==> config.mk <==
export PLATFORM = sky130hd
export DESIGN_NAME = decode_stage_flat
export DESIGN_NICKNAME = d
export VERILOG_FILES = /design/src/rtl/mips_pkg.sv /design/src/rtl/decode_stage_if.sv /design/src/rtl/decode_stage_decoder.sv /design/src/rtl/decode_stage.sv /design/src/flat_wrapper.sv
export SDC_FILE = /design/constraint.sdc
export NUM_CORES = 1
export LEC_CHECK = 0
export ABC_AREA = 1
export BUFFER_PORTS_ARGS = -buffer_cell sky130_fd_sc_hd__buf_2
export CAP_MARGIN = 20
export CORE_AREA = 4 4 141 143
export CTS_CLUSTER_DIAMETER = 50
export DETAILED_ROUTE_END_ITERATION = 6
export DIE_AREA = 0 0 145 147
export HOLD_SLACK_MARGIN = 0.15
export PLACE_DENSITY = 0.77
export SLEW_MARGIN = 10
export SYNTH_ARGS = -nofsm -noshare
export SYNTH_HDL_FRONTEND = slang
export SYNTH_SLANG_ARGS = --single-unit
==> constraint.sdc <==
create_clock -name clk -period 5.45 [get_ports clk]
set_clock_uncertainty 0.2 [all_clocks]
set_input_delay 0.8175 -clock clk [delete_from_list [all_inputs] [get_ports clk]]
set_output_delay 0.8175 -clock clk [all_outputs]
set_load 0.05 [all_outputs]
==> src/rtl/mips_pkg.sv <==
// mips_pkg: shared MIPS decode definitions for the decode, execute and ALU
// blocks. Holds opcode/funct encodings, the ALU function enum, control-bus
// bit positions, immediate-extension helpers and the ID->EX bundle struct.
package mips_pkg;

  // Primary opcodes
  localparam logic [5:0] OP_SPECIAL = 6'h00;
  localparam logic [5:0] OP_ADDIU   = 6'h09;
  localparam logic [5:0] OP_SLTI    = 6'h0a;
  localparam logic [5:0] OP_SLTIU   = 6'h0b;
  localparam logic [5:0] OP_ANDI    = 6'h0c;
  localparam logic [5:0] OP_ORI     = 6'h0d;
  localparam logic [5:0] OP_XORI    = 6'h0e;
  localparam logic [5:0] OP_LUI     = 6'h0f;

  // SPECIAL funct codes
  localparam logic [5:0] FN_SLL  = 6'h00;
  localparam logic [5:0] FN_SRL  = 6'h02;
  localparam logic [5:0] FN_SRA  = 6'h03;
  localparam logic [5:0] FN_ADDU = 6'h21;
  localparam logic [5:0] FN_SUBU = 6'h23;
  localparam logic [5:0] FN_AND  = 6'h24;
  localparam logic [5:0] FN_OR   = 6'h25;
  localparam logic [5:0] FN_XOR  = 6'h26;
  localparam logic [5:0] FN_NOR  = 6'h27;
  localparam logic [5:0] FN_SLT  = 6'h2a;
  localparam logic [5:0] FN_SLTU = 6'h2b;

  typedef enum logic [3:0] {
    ALU_ADD  = 4'h0,
    ALU_SUB  = 4'h1,
    ALU_AND  = 4'h2,
    ALU_OR   = 4'h3,
    ALU_XOR  = 4'h4,
    ALU_NOR  = 4'h5,
    ALU_SLT  = 4'h6,
    ALU_SLTU = 4'h7,
    ALU_SLL  = 4'h8,
    ALU_SRL  = 4'h9,
    ALU_SRA  = 4'ha
  } alu_funct_t;

  // control[3:0] is the ALU funct; these two select the B-side operand source
  localparam int CTL_USE_IMM   = 4;
  localparam int CTL_USE_SHAMT = 5;

  // Bundle registered at the ID/EX boundary
  typedef struct packed {
    logic [5:0]  control;
    logic [4:0]  rd;
    logic [4:0]  shamt;
    logic [31:0] vs;
    logic [31:0] vt;
    logic [31:0] imm;
    logic [31:0] pc;
    logic        illegal;
  } id_bundle_t;

  function automatic logic [31:0] sext16(input logic [15:0] v);
    return {{16{v[15]}}, v};
  endfunction

  function automatic logic [31:0] zext16(input logic [15:0] v);
    return {16'h0000, v};
  endfunction

endpackage

==> src/rtl/decode_stage_if.sv <==
// decode_stage_if: handshake bundle around the ID stage.
//   Fetch side : in_valid/in_ready, instr, pc_in, flush
//   Execute side: out_valid/out_ready, control, rd, shamt, vs, vt, imm,
//                 pc_out, illegal
// slave  = the decode stage itself; master = the surrounding fetch/execute.
interface decode_stage_if;
  logic        in_valid;
  logic        in_ready;
  logic [31:0] instr;
  logic [31:0] pc_in;
  logic        flush;
  logic        out_valid;
  logic        out_ready;
  logic [5:0]  control;
  logic [4:0]  rd;
  logic [4:0]  shamt;
  logic [31:0] vs;
  logic [31:0] vt;
  logic [31:0] imm;
  logic [31:0] pc_out;
  logic        illegal;

  modport slave (
    input  in_valid, instr, pc_in, flush, out_ready,
    output in_ready, out_valid, control, rd, shamt, vs, vt, imm, pc_out, illegal
  );

  modport master (
    output in_valid, instr, pc_in, flush, out_ready,
    input  in_ready, out_valid, control, rd, shamt, vs, vt, imm, pc_out, illegal
  );
endinterface

==> src/rtl/decode_stage_decoder.sv <==
// instr_decoder: purely combinational decode of the integer ALU subset.
//   instr   in  instruction word
//   rs, rt  out source register fields (register file read addresses)
//   control out {use_shamt, use_imm, alu_funct}
//   rd      out destination register
//   shamt   out shift amount (0 for non-shifts)
//   imm     out extended immediate
//   illegal out unsupported encoding; all other outputs forced to a NOP
//   zero_vs out rs operand must be replaced by 0 (LUI)
module instr_decoder
  import mips_pkg::*;
(
  input  logic [31:0] instr,
  output logic [4:0]  rs,
  output logic [4:0]  rt,
  output logic [5:0]  control,
  output logic [4:0]  rd,
  output logic [4:0]  shamt,
  output logic [31:0] imm,
  output logic        illegal,
  output logic        zero_vs
);

  logic [5:0] op, fn;
  alu_funct_t f;
  logic       use_imm, use_shamt, legal;

  assign op = instr[31:26];
  assign fn = instr[5:0];
  assign rs = instr[25:21];
  assign rt = instr[20:16];

  always_comb begin
    f         = ALU_ADD;
    use_imm   = 1'b0;
    use_shamt = 1'b0;
    legal     = 1'b1;
    rd        = instr[15:11];
    shamt     = 5'd0;
    imm       = 32'h0;
    zero_vs   = 1'b0;
    case (op)
      OP_SPECIAL: begin
        case (fn)
          FN_ADDU: f = ALU_ADD;
          FN_SUBU: f = ALU_SUB;
          FN_AND:  f = ALU_AND;
          FN_OR:   f = ALU_OR;
          FN_XOR:  f = ALU_XOR;
          FN_NOR:  f = ALU_NOR;
          FN_SLT:  f = ALU_SLT;
          FN_SLTU: f = ALU_SLTU;
          FN_SLL:  begin f = ALU_SLL; use_shamt = 1'b1; shamt = instr[10:6]; end
          FN_SRL:  begin f = ALU_SRL; use_shamt = 1'b1; shamt = instr[10:6]; end
          FN_SRA:  begin f = ALU_SRA; use_shamt = 1'b1; shamt = instr[10:6]; end
          default: legal = 1'b0;
        endcase
      end
      OP_ADDIU: begin f = ALU_ADD;  use_imm = 1'b1; imm = sext16(instr[15:0]); end
      OP_SLTI:  begin f = ALU_SLT;  use_imm = 1'b1; imm = sext16(instr[15:0]); end
      OP_SLTIU: begin f = ALU_SLTU; use_imm = 1'b1; imm = sext16(instr[15:0]); end
      OP_ANDI:  begin f = ALU_AND;  use_imm = 1'b1; imm = zext16(instr[15:0]); end
      OP_ORI:   begin f = ALU_OR;   use_imm = 1'b1; imm = zext16(instr[15:0]); end
      OP_XORI:  begin f = ALU_XOR;  use_imm = 1'b1; imm = zext16(instr[15:0]); end
      // LUI runs as 0 | (imm << 16), so the rs operand is forced to zero
      OP_LUI: begin
        f       = ALU_OR;
        use_imm = 1'b1;
        imm     = {instr[15:0], 16'h0000};
        zero_vs = 1'b1;
      end
      default: legal = 1'b0;
    endcase
    if (use_imm) rd = instr[20:16];
    // Illegal encodings leave as a NOP so execute needs no special case
    if (!legal) begin
      f         = ALU_ADD;
      use_imm   = 1'b0;
      use_shamt = 1'b0;
      rd        = 5'd0;
      shamt     = 5'd0;
      imm       = 32'h0;
      zero_vs   = 1'b0;
    end
  end

  always_comb begin
    control                = 6'h00;
    control[3:0]           = f;
    control[CTL_USE_IMM]   = use_imm;
    control[CTL_USE_SHAMT] = use_shamt;
  end

  assign illegal = !legal;

endmodule

==> src/rtl/decode_stage.sv <==
// decode_stage: MIPS ID stage. Decodes the fetched word, reads the register
// file with EX/WB forwarding and registers the bundle for execute.
//   clk, reset          clock, async active-high reset
//   bus (slave)         fetch-side and execute-side handshakes + bundle
//   ra1/ra2, rd1/rd2    register file read port (data is combinational)
//   fwd_ex_*, fwd_wb_*  forwarding sources; rd==0 means no forward
module decode_stage
  import mips_pkg::*;
#(
  parameter logic [31:0] RESET_PC = 32'hbfc0_0000
) (
  input  logic          clk,
  input  logic          reset,
  decode_stage_if.slave bus,
  output logic [4:0]    ra1,
  output logic [4:0]    ra2,
  input  logic [31:0]   rd1,
  input  logic [31:0]   rd2,
  input  logic [4:0]    fwd_ex_rd,
  input  logic [31:0]   fwd_ex_data,
  input  logic [4:0]    fwd_wb_rd,
  input  logic [31:0]   fwd_wb_data
);

  localparam id_bundle_t BND_RST = '{control: 6'h00, rd: 5'd0, shamt: 5'd0,
                                     vs: 32'h0, vt: 32'h0, imm: 32'h0,
                                     pc: RESET_PC, illegal: 1'b0};

  logic        valid_q, valid_d;
  id_bundle_t  bnd_q, bnd_d;

  logic [4:0]  dec_rs, dec_rt, dec_rd, dec_shamt;
  logic [5:0]  dec_control;
  logic [31:0] dec_imm;
  logic        dec_illegal, dec_zero_vs;
  logic [31:0] opnd_s, opnd_t;
  logic        accept;

  instr_decoder u_dec (
    .instr   (bus.instr),
    .rs      (dec_rs),
    .rt      (dec_rt),
    .control (dec_control),
    .rd      (dec_rd),
    .shamt   (dec_shamt),
    .imm     (dec_imm),
    .illegal (dec_illegal),
    .zero_vs (dec_zero_vs)
  );

  assign ra1 = dec_rs;
  assign ra2 = dec_rt;

  // EX is younger than WB, so it wins; $0 is hardwired regardless of rf data
  function automatic logic [31:0] resolve(input logic [4:0]  a,
                                          input logic [31:0] rf,
                                          input logic [4:0]  exr,
                                          input logic [31:0] exd,
                                          input logic [4:0]  wbr,
                                          input logic [31:0] wbd);
    if (a == 5'd0)      return 32'h0;
    else if (a == exr)  return exd;
    else if (a == wbr)  return wbd;
    else                return rf;
  endfunction

  assign opnd_s = resolve(dec_rs, rd1, fwd_ex_rd, fwd_ex_data, fwd_wb_rd, fwd_wb_data);
  assign opnd_t = resolve(dec_rt, rd2, fwd_ex_rd, fwd_ex_data, fwd_wb_rd, fwd_wb_data);

  assign bus.in_ready = !valid_q | bus.out_ready;
  assign accept       = bus.in_valid & bus.in_ready;

  always_comb begin
    valid_d = valid_q;
    bnd_d   = bnd_q;
    // Flush only clears valid; data is left as-is since nothing consumes it
    if (bus.flush) begin
      valid_d = 1'b0;
    end else if (accept) begin
      valid_d       = 1'b1;
      bnd_d.control = dec_control;
      bnd_d.rd      = dec_rd;
      bnd_d.shamt   = dec_shamt;
      bnd_d.vs      = (dec_zero_vs | dec_illegal) ? 32'h0 : opnd_s;
      bnd_d.vt      = dec_illegal ? 32'h0 : opnd_t;
      bnd_d.imm     = dec_imm;
      bnd_d.pc      = bus.pc_in;
      bnd_d.illegal = dec_illegal;
    end else if (bus.out_ready) begin
      valid_d = 1'b0;
    end
  end

  always_ff @(posedge clk or posedge reset) begin
    if (reset) begin
      valid_q <= 1'b0;
      bnd_q   <= BND_RST;
    end else begin
      valid_q <= valid_d;
      bnd_q   <= bnd_d;
    end
  end

  assign bus.out_valid = valid_q;
  assign bus.control   = bnd_q.control;
  assign bus.rd        = bnd_q.rd;
  assign bus.shamt     = bnd_q.shamt;
  assign bus.vs        = bnd_q.vs;
  assign bus.vt        = bnd_q.vt;
  assign bus.imm       = bnd_q.imm;
  assign bus.pc_out    = bnd_q.pc;
  assign bus.illegal   = bnd_q.illegal;

endmodule

==> src/flat_wrapper.sv <==
// flat-port wrapper written by rule: the top's interface ports become plain ports
module decode_stage_flat import mips_pkg::*;
#(
  parameter logic [31:0] RESET_PC = 32'hbfc0_0000
)
  (clk, reset, ra1, ra2, rd1, rd2, fwd_ex_rd, fwd_ex_data, fwd_wb_rd, fwd_wb_data, bus_in_valid, bus_instr, bus_pc_in, bus_flush, bus_out_ready, bus_in_ready, bus_out_valid, bus_control, bus_rd, bus_shamt, bus_vs, bus_vt, bus_imm, bus_pc_out, bus_illegal);
  decode_stage_if bus_i ();
  input  logic clk;
  input  logic reset;
  output logic [4:0] ra1;
  output logic [4:0] ra2;
  input  logic [31:0] rd1;
  input  logic [31:0] rd2;
  input  logic [4:0] fwd_ex_rd;
  input  logic [31:0] fwd_ex_data;
  input  logic [4:0] fwd_wb_rd;
  input  logic [31:0] fwd_wb_data;
  input wire logic [$bits(bus_i.in_valid)-1:0] bus_in_valid;
  input wire logic [$bits(bus_i.instr)-1:0] bus_instr;
  input wire logic [$bits(bus_i.pc_in)-1:0] bus_pc_in;
  input wire logic [$bits(bus_i.flush)-1:0] bus_flush;
  input wire logic [$bits(bus_i.out_ready)-1:0] bus_out_ready;
  output wire logic [$bits(bus_i.in_ready)-1:0] bus_in_ready;
  output wire logic [$bits(bus_i.out_valid)-1:0] bus_out_valid;
  output wire logic [$bits(bus_i.control)-1:0] bus_control;
  output wire logic [$bits(bus_i.rd)-1:0] bus_rd;
  output wire logic [$bits(bus_i.shamt)-1:0] bus_shamt;
  output wire logic [$bits(bus_i.vs)-1:0] bus_vs;
  output wire logic [$bits(bus_i.vt)-1:0] bus_vt;
  output wire logic [$bits(bus_i.imm)-1:0] bus_imm;
  output wire logic [$bits(bus_i.pc_out)-1:0] bus_pc_out;
  output wire logic [$bits(bus_i.illegal)-1:0] bus_illegal;
  assign bus_i.in_valid = bus_in_valid;
  assign bus_i.instr = bus_instr;
  assign bus_i.pc_in = bus_pc_in;
  assign bus_i.flush = bus_flush;
  assign bus_i.out_ready = bus_out_ready;
  assign bus_in_ready = bus_i.in_ready;
  assign bus_out_valid = bus_i.out_valid;
  assign bus_control = bus_i.control;
  assign bus_rd = bus_i.rd;
  assign bus_shamt = bus_i.shamt;
  assign bus_vs = bus_i.vs;
  assign bus_vt = bus_i.vt;
  assign bus_imm = bus_i.imm;
  assign bus_pc_out = bus_i.pc_out;
  assign bus_illegal = bus_i.illegal;
  decode_stage #(.RESET_PC(RESET_PC)) u_core (.clk(clk), .reset(reset), .bus(bus_i), .ra1(ra1), .ra2(ra2), .rd1(rd1), .rd2(rd2), .fwd_ex_rd(fwd_ex_rd), .fwd_ex_data(fwd_ex_data), .fwd_wb_rd(fwd_wb_rd), .fwd_wb_data(fwd_wb_data));
endmodule
==> qor.yml, run 1 <==
crit_type: "primary input to register"
cts_hold_buffers: 0
ys_seq_elements: 146
routed_via_density: 5.35
die_x_microns: 145
first_iter_violations: 1000
synth.net_count: 1409
nFillCells: 1768
fin_crit_sh: 0.471
mostFrequentLayoutCells: "483 x nand2_1, 363 x buf_2, 143 x nor2_1, 137 x dfrtp_1, 87 x nand3_1"
syn-cell-area_sq_um: 8450
path_buf_inv: 3
rows: 50
synth.top_cell.area_share: 0.406
status: "complete, no violations"
cts.clk_slew.worst_paths_ps: 70
cpLargestDelayFamily: "buffers and inverters"
post-dp-hpwl_microns: 21700
worstPathMaxFanout: 33
crit_required_ps: 5560
power_frac_comb: 0.258
vias: 9476
power_frac_seq: 0.375
internal-power_mw: 2.02
cp-end-kind: "register"
layout.nets: 1724
core-area_sq_um: 18600
dp.cells: 1732
seq_area_sq_um: 3660
min_period_ps: 2570
p_switching_mw: 1.20
max_stage_delay_ps: 360
drive_above_1_share: 0.312
cts_setup_buffers: 0
cts_resized: 0
maxCapViolCount: 0
grt_max_degree: 81
finalNonFillerCells: 1771
worstPathArrival_ps: 2680
hold_path_class: "register to register"
wl_per_cell_microns: 17.2
crit_path_frequent_cell: "nand3_1"
synth.avg_cell_area_sq_um: 7.03
static-leakage-power_nw: 6.67
cp_slowest_cell: "buf_4"
grt_pass1_wl_microns: 47500
cts_buffers: 17
p_clk_frac: 0.367
multi_input_area_sq_um: 4090
area_growth_pct: 29.1
rsz0062_at_grt: "no"
swShare: 0.372
clock_sinks: 146
grt-ovfl-total: 0
clkLatencyLatePin_ps: 420
cts_tree: "yes"
setup_viol: 0
grtUsageTotal: 0.276
start_util: 0.455
first_pass_iters: 6
ys_top_cells_by_area: "dfrtp_1 41%, nand2_1 21%, nor2_1 6.4%, nand3_1 5.2%, nand4_1 4.9%"
finalSetupTns_ps: 0
max_slew_margin: 0.287
drcViolationCount: 0
slew_violations: 0
timing.final.hold_violations: 0
layout_commonest_cell: "nand2_1"
die_area_sq_um: 21300
final_util: 0.587
tightestPinTransition_ps: 1060
grt_pass1_vias: 9028
antenna_found_initial: 4
ant_nets: 0
vdd_drop_max_v: 0.000208
clk_path_buf_depth: 2
path_cells: "buf_2 -> xor2_1 -> nor2_2 -> buf_4 -> nand3_1 -> buf_4 -> nand2_1 -> nand3_1 -> nand3_1 -> nand2_1"
routed_wl_microns: 30400
synth.distinct_cells: 36
io_buffers: 363
ios: 364
yosys_warnings: 0
start_kind: "primary input"
synth-seq-area-share: 0.434
p_total_mw: 3.22
synth_area_leader_cell: "dfrtp_1"
gp_congestion: 0.975
dpl_cell_area_sq_um: 10300
p_per_area_nw_per_um2: 295
syn_inst: 1202
clock.fmax_ghz: 0.389
htreeDepth: 4
cts_root_buf: "clkbuf_16"
final_area_sq_um: 10900
die_h_microns: 147
through the flow:
stage               hold WS [ps]  setup WS [ps]
CTS                          262           2930
finish                       263           2880
floorplan                    377            524
detailed placement           251           2480
global route                 285           2710
global placement             249           2510
flip-flops by register name (all words and copies together), names as in the netlist:
signal	count
u_core.bus.out_valid	1
u_core.bus.vt	32
u_core.bus.pc_out	32
u_core.bus.imm	32
u_core.bus.rd	5
u_core.bus.vs	32
u_core.bus.illegal	1
u_core.bus.control	6
u_core.bus.shamt	5
kinds of logic after synthesis:
| group | count (synthesis) | share of synthesized area |
|---|---|---|
| compound gates | 61 | 0.0425 |
| flops | 146 | 0.434 |
| simple gates | 823 | 0.424 |
| xor+xnor | 13 | 0.0144 |
| buf+inv | 159 | 0.0849 |
worst min-delay path, stage by stage (launching register included):
cell and delay (ps):
dfstp_2 370, nand2_1 50, nand2_1 40
power groups by stage:
stage	combinational [mW]	clock (mW)	sequential [mW]
after floorplan	0.289	0	1.50
after global placement	0.818	0	1.22
after detailed placement	0.825	0	1.23
after CTS	0.827	1.21	1.21
after global routing	0.885	1.25	1.22
final	0.830	1.18	1.21
cell usage after synthesis, drive strengths merged:
| cell type | count |
|---|---|
| o21ai | 44 |
| nand3 | 110 |
| a21o | 1 |
| a21oi | 7 |
| nand4 | 66 |
| o211ai | 5 |
| o21bai | 1 |
| a22oi | 1 |
| buf | 41 |
| o221ai | 1 |
| nor3 | 4 |
| inv | 74 |
| nand2 | 487 |
| clkinv | 1 |
| clkbuf | 43 |
| or2 | 1 |
| xnor2 | 4 |
| o31ai | 1 |
| dfrtp | 137 |
| nor2 | 155 |
| dfstp | 9 |
| xor2 | 9 |
routing by layer:
metal | vias up | global-route usage | wire (microns)
met3 | 105 | 0.0580 | 3020
met5 | - | 0 | 0
met4 | 0 | 0.136 | 1320
li1 | 4436 | - | -
met1 | 4292 | 0.349 | 11500
met2 | 643 | 0.452 | 14500
area by class of cell:
type	count	area share
Inverter	75	0.0265
Clock buffer	17	0.0390
Tap cell	234	0.0269
Multi-Input combinational cell	897	0.375
Timing Repair Buffer	380	0.179
Clock inverter	15	0.0153
Antenna cell	7	0.00161
Sequential cell	146	0.336
final timing paths:
path                            slack, ps  cells past startpoint               endpoint                  start
worst max-delay path                 2880                     10      u_core.bus.vt[28]          bus_instr[17]
worst min-delay path                  260                      2  u_core.bus.pc_out[26]  u_core.bus.pc_out[26]
worst max register to register       2960                      6     u_core.bus.imm[12]   u_core.bus.out_valid
worst min register to register        260                      2  u_core.bus.pc_out[26]  u_core.bus.pc_out[26]
max in group asynchronous            3720                      3  u_core.bus.pc_out[31]                  reset
min in group asynchronous             340                      2      u_core.bus.imm[6]                  reset
Power figures use the tool's default switching activity.
==> run 2: changes to the inputs <==
==> constraint.sdc (replaced) <==
create_clock -name clk -period 2.4 [get_ports clk]
set_clock_uncertainty 0.2 [all_clocks]
set_input_delay 0.36 -clock clk [delete_from_list [all_inputs] [get_ports clk]]
set_output_delay 0.36 -clock clk [all_outputs]
set_load 0.05 [all_outputs]
==> qor.yml, run 2 (synthesis gave the netlist of run 1 again) <==
vias: 10600
gp_congestion: 0.942
die_area_sq_um: 21300
highest_layer: "met4"
p_total_mw: 7.44
area_growth_pct: 49.9
layout.nets: 1895
crit_required_ps: 2520
fin_crit_sh: 0.972
clkLatencyLatePin_ps: 420
grt_max_degree: 77
crit_type: "primary input to register"
drive_above_1_share: 0.285
cts.clk_slew.worst_paths_ps: 60
clock.fmax_ghz: 0.429
vdd_drop_max_v: 0.000477
dp.cells: 1740
power_frac_comb: 0.293
timing.final.hold_violations: 0
die_h_microns: 147
layout_commonest_cell: "nand2_1"
rows: 50
grt_pass1_wl_microns: 54600
routed_via_density: 5.47
mostFrequentLayoutCells: "483 x nand2_1, 363 x buf_2, 163 x dlygate4sd3_1, 143 x nor2_1, 137 x dfrtp_1"
wl_per_cell_microns: 17.9
setup_ws_ps: 67.9
wl_met2_microns: 16600
finalNonFillerCells: 1938
first_pass_iters: 7
grt_pass1_vias: 10400
routed_wl_microns: 34600
grt-ovfl-total: 0
slew_violations: 0
clk_path_buf_depth: 2
r2r_cells: 9
internal-power_mw: 4.68
p_clk_frac: 0.337
first_iter_violations: 1062
static-leakage-power_nw: 7.41
post-dp-hpwl_microns: 22100
grtUsageTotal: 0.316
hold_path_class: "primary input to register"
p_per_area_nw_per_um2: 588
die_x_microns: 145
cts_tree: "yes"
cp-end-kind: "register"
p_switching_mw: 2.75
max_slew_margin: 0.310
core-area_sq_um: 18600
setup_viol: 0
tightestPinTransition_ps: 1030
start_util: 0.455
cts_root_buf: "clkbuf_16"
io_buffers: 363
finalSetupTns_ps: 0
cts_buffers: 17
maxCapViolCount: 0
drcViolationCount: 0
met1Wirelength_microns: 12200
swShare: 0.370
status: "complete, no violations"
htreeDepth: 4
place_ws_ps: 190
dr_wl_met3_microns: 3540
start_kind: "primary input"
ios: 364
worstPathArrival_ps: 2450
clock_sinks: 146
min_period_ps: 2330
worstHoldPathCells: 5
ant_nets: 0
rsz0062_at_grt: "no"
worstPathMaxFanout: 32
antenna_found_initial: 4
power_frac_seq: 0.370
==> run 2: worst paths after layout <==
| path | from | to | slack, ps |
|---|---|---|---|
| setup / recovery | bus_instr[19] | u_core.bus.vt[15] | 70 |
| hold / removal | fwd_ex_data[21] | u_core.bus.vt[21] | 160 |
| setup reg to reg | u_core.bus.out_valid | u_core.bus.vt[12] | 270 |
| hold reg to reg | u_core.bus.pc_out[28] | u_core.bus.pc_out[28] | 260 |
| max in group asynchronous | reset | u_core.bus.pc_out[31] | 1170 |
| min in group asynchronous | reset | u_core.bus.vs[27] | 420 |
==> run 2: stage by stage <==
step / area [sq um] / util / hold slack [ps]
after floorplan: 8450 / - / 223
after global placement: 10500 / 0.563 / 249
after detailed placement: 10500 / 0.563 / 253
after CTS: 12600 / 0.681 / 150
after global routing: 12700 / 0.681 / 165
final: 12700 / 0.681 / 157
==> run 2: metal layers <==
| metal | track usage | vias up |
|---|---|---|
| met4 | 0.188 | 0 |
| met5 | 0 | - |
| li1 | - | 4782 |
| met3 | 0.0848 | 186 |
| met2 | 0.519 | 765 |
| met1 | 0.373 | 4859 |
==> run 2: final cells by class <==
type,instances,area (sq um)
fillers,1500,5920
inverters,75,288
clock inverters,14,121
flip-flops and latches,146,3660
repair buffers,551,3760
multi-input cells,897,4090
clock buffers,17,425
diodes,4,10.0
well taps,234,293
==> run 2: power by group through the flow <==
stage	sequential [mW]	clock, mW	combinational (mW)
after detailed placement	2.78	0	1.91
after global routing	2.76	2.65	2.31
after floorplan	3.40	0	0.657
after CTS	2.74	2.55	2.14
after global placement	2.78	0	1.89
final	2.75	2.51	2.18
==> run 2: critical path: stages <==
cell	delay, ps
buf_2	100
buf_4	140
xor2_1	140
nor2_2	340
nand3_1	130
buf_4	280
nand2_1	140
nand3_1	100
dlygate4sd3_1	590
nand3_2	60
nand2_1	50
==> run 2: what timing repair did <==
action,in CTS,in global routing
endpoints found under the setup margin,0,2
buffers inserted,0,0
endpoints found under the hold margin,264,0
hold buffers,163,0
gates resized for setup,0,1
==> run 3: changes to the inputs <==
--- a/config.mk
+++ b/config.mk
@@ -12,9 +12,11 @@
 export CTS_CLUSTER_DIAMETER = 50
 export DETAILED_ROUTE_END_ITERATION = 6
 export DIE_AREA = 0 0 145 147
+export GPL_TIMING_DRIVEN = 0
 export HOLD_SLACK_MARGIN = 0.15
 export PLACE_DENSITY = 0.77
 export SLEW_MARGIN = 10
 export SYNTH_ARGS = -nofsm -noshare
 export SYNTH_HDL_FRONTEND = slang
+export SYNTH_HIERARCHICAL = 1
 export SYNTH_SLANG_ARGS = --single-unit
==> qor.yml, run 3 <==
r2r_cells: 7
ios: 364
crit_required_ps: 2550
max_slew_margin: 0.586
synth.distinct_cells: 31
clock_sinks: 146
cts_buffers: 17
ys_seq_elements: 146
synth.top_cell.area_share: 0.406
multi_input_area_sq_um: 4090
hp-start: "fwd_wb_data[4]"
setup_viol: 0
ys_top_cells_by_area: "dfrtp_1 41%, nand2_1 15%, mux2_2 11%, nor2_1 6.9%, nand4_1 5.0%"
rows: 50
clkLatencyLatePin_ps: 410
maxCapViolCount: 0
first_pass_iters: 7
grtUsageTotal: 0.318
synth_commonest_cells: "346 x nand2_1, 155 x nor2_1, 137 x dfrtp_1"
area_growth_pct: 53.1
synth-seq-area-share: 0.434
cp-end-kind: "register"
clk_path_buf_depth: 2
cts_tree: "yes"
layout.nets: 1822
drcViolationCount: 0
internal-power_mw: 5.01
nFillCells: 1434
drive_above_1_share: 0.356
antenna_found_initial: 4
layout_commonest_cell: "buf_2"
p_switching_mw: 2.71
worstHoldPathCells: 5
yosys_warnings: 6
slew_violations: 0
die_x_microns: 145
grt_pass1_vias: 10200
grt_pass1_wl_microns: 54500
htreeDepth: 4
start_kind: "primary input"
io_buffers: 358
grt-ovfl-total: 0
worstPathMaxFanout: 10
post-dp-hpwl_microns: 24100
synth_edf_count: 0
die_h_microns: 147
synth_most_common_cell: "nand2_1"
rsz0062_at_grt: "no"
p_clk_frac: 0.352
synth_area_leader_cell: "dfrtp_1"
synth.net_count: 1270
die_area_sq_um: 21300
min_period_ps: 2290
syn_inst: 1063
static-leakage-power_nw: 7.45
vias: 9797
hold_path_class: "primary input to register"
wl_per_cell_microns: 18.6
worst_hold_path.endpoint: "u_core/bus.vs[4]"
cts.clk_slew.worst_paths_ps: 60
vdd_drop_max_v: 0.000472
synth.avg_cell_area_sq_um: 7.94
power_frac_comb: 0.289
p_per_area_nw_per_um2: 597
power_frac_seq: 0.359
timing.rr.end: "u_core/bus.vs[2]"
first_iter_violations: 712
crit_type: "primary input to register"
seq_area_sq_um: 3660
gp_congestion: 0.978
synthFlopType: "dfrtp_1"
routed_wl_microns: 34600
antenna_cells: 0
async_flop_share: 1.00
fin_crit_sh: 0.954
ant_nets: 0
timing.final.hold_violations: 0
routed_via_density: 5.26
syn-cell-area_sq_um: 8440
rr_startpoint: "u_core/bus.out_valid"
mostFrequentLayoutCells: "400 x buf_2, 346 x nand2_1, 171 x dlygate4sd3_1, 155 x nor2_1, 137 x dfrtp_1"
core-area_sq_um: 18600
final_area_sq_um: 12900
dpl_cell_area_sq_um: 10600
clock.fmax_ghz: 0.437
r2r_slack_ps: 460
timing.hold.ws_ps: 164
worstPathArrival_ps: 2440
start_util: 0.454
cts_root_buf: "clkbuf_16"
grt_max_degree: 38
status: "complete, no violations"
tightestPinTransition_ps: 618
swShare: 0.351
## run 3: cell count changes in the layout (fill, tap and decap cells not counted), sizes merged, moves of 12 or more
cell,previous run,this run
inv,81,68
nand3,110,82
nand2,487,349
nor2,155,167
o21ai,44,16
buf,388,428
mux2,0,80
## run 3: metal layers
metal  up-vias  part of all wire  track usage
met4         8             0.045        0.153
met5         -            0.0016            0
li1       4528                 -            -
met3       134             0.097       0.0882
met2       588              0.48        0.539
met1      4539              0.37        0.377
## run 3: worst max-delay path by stage
| stage | cells past startpoint | start | end |
|---|---|---|---|
| 2_1_floorplan | 1 | reset | u_core/bus.control[0] |
| 3_3_place_gp | 2 | reset | u_core/bus.vs[1] |
| 3_5_place_dp | 14 | bus_instr[2] | u_core/bus.vs[6] |
| 4_1_cts | 14 | bus_instr[2] | u_core/bus.vs[6] |
| 5_1_grt | 14 | bus_instr[2] | u_core/bus.vs[2] |
| 6_report | 14 | bus_instr[2] | u_core/bus.vs[1] |
## run 3: layout make-up
class | count | area share
clock buffer | 20 | 0.0346
inverter | 64 | 0.0189
buffer | 72 | 0.0352
multi-input combinational | 781 | 0.316
tap | 234 | 0.0227
sequential | 146 | 0.284
clock inverter | 12 | 0.0113
timing repair buffer | 533 | 0.277
## run 3: timing repair
action	4_1_cts	5_1_grt
setup endpoints to repair	0	30
hold buffers	171	0
setup buffers	0	0
gates resized for setup	0	2
hold endpoints to repair	141	0
## run 3: per-stage QoR
stage | instances | power (mW) | setup WS [ps] | utilization | setup TNS, ps
finish | 1862 | 7.72 | 110 | 0.695 | 0
global route | 1862 | 8.02 | 11.7 | 0.695 | 0
CTS | 1862 | 7.70 | 60.0 | 0.695 | 0
detailed placement | 1659 | 4.75 | -332 | 0.571 | -11890
global placement | 1655 | 4.71 | -944 | 0.567 | -139420
floorplan | 1063 | 4.11 | 14.3 | - | 0
## run 3: cells by family after synthesis
group | count (synthesis) | synth area share
AND/OR/NAND/NOR | 669 | 0.351
flip-flops | 146 | 0.434
XOR/XNOR | 6 | 0.00801
AO/OA/AOI/OAI | 26 | 0.0181
buffers and inverters | 136 | 0.0823
multiplexers | 80 | 0.107
## run 3: worst max-delay path: stages
cell and delay (ps):
buf_2 130, nor2_1 270, nand2_1 110, nor2_1 160
nor2_1 60, nand2_1 70, nand2_1 150, and2_1 240
nor3_2 220, o21ai_2 140, buf_2 230, nor2_1 130
nand2_1 80, nand2_1 70
## run 3: power groups by stage
stage	sequential (mW)	combinational, mW	clock (mW)
finish	2.77	2.23	2.72
global route	2.79	2.36	2.87
CTS	2.76	2.19	2.75
detailed placement	2.80	1.95	0
global placement	2.79	1.92	0
floorplan	3.46	0.655	0
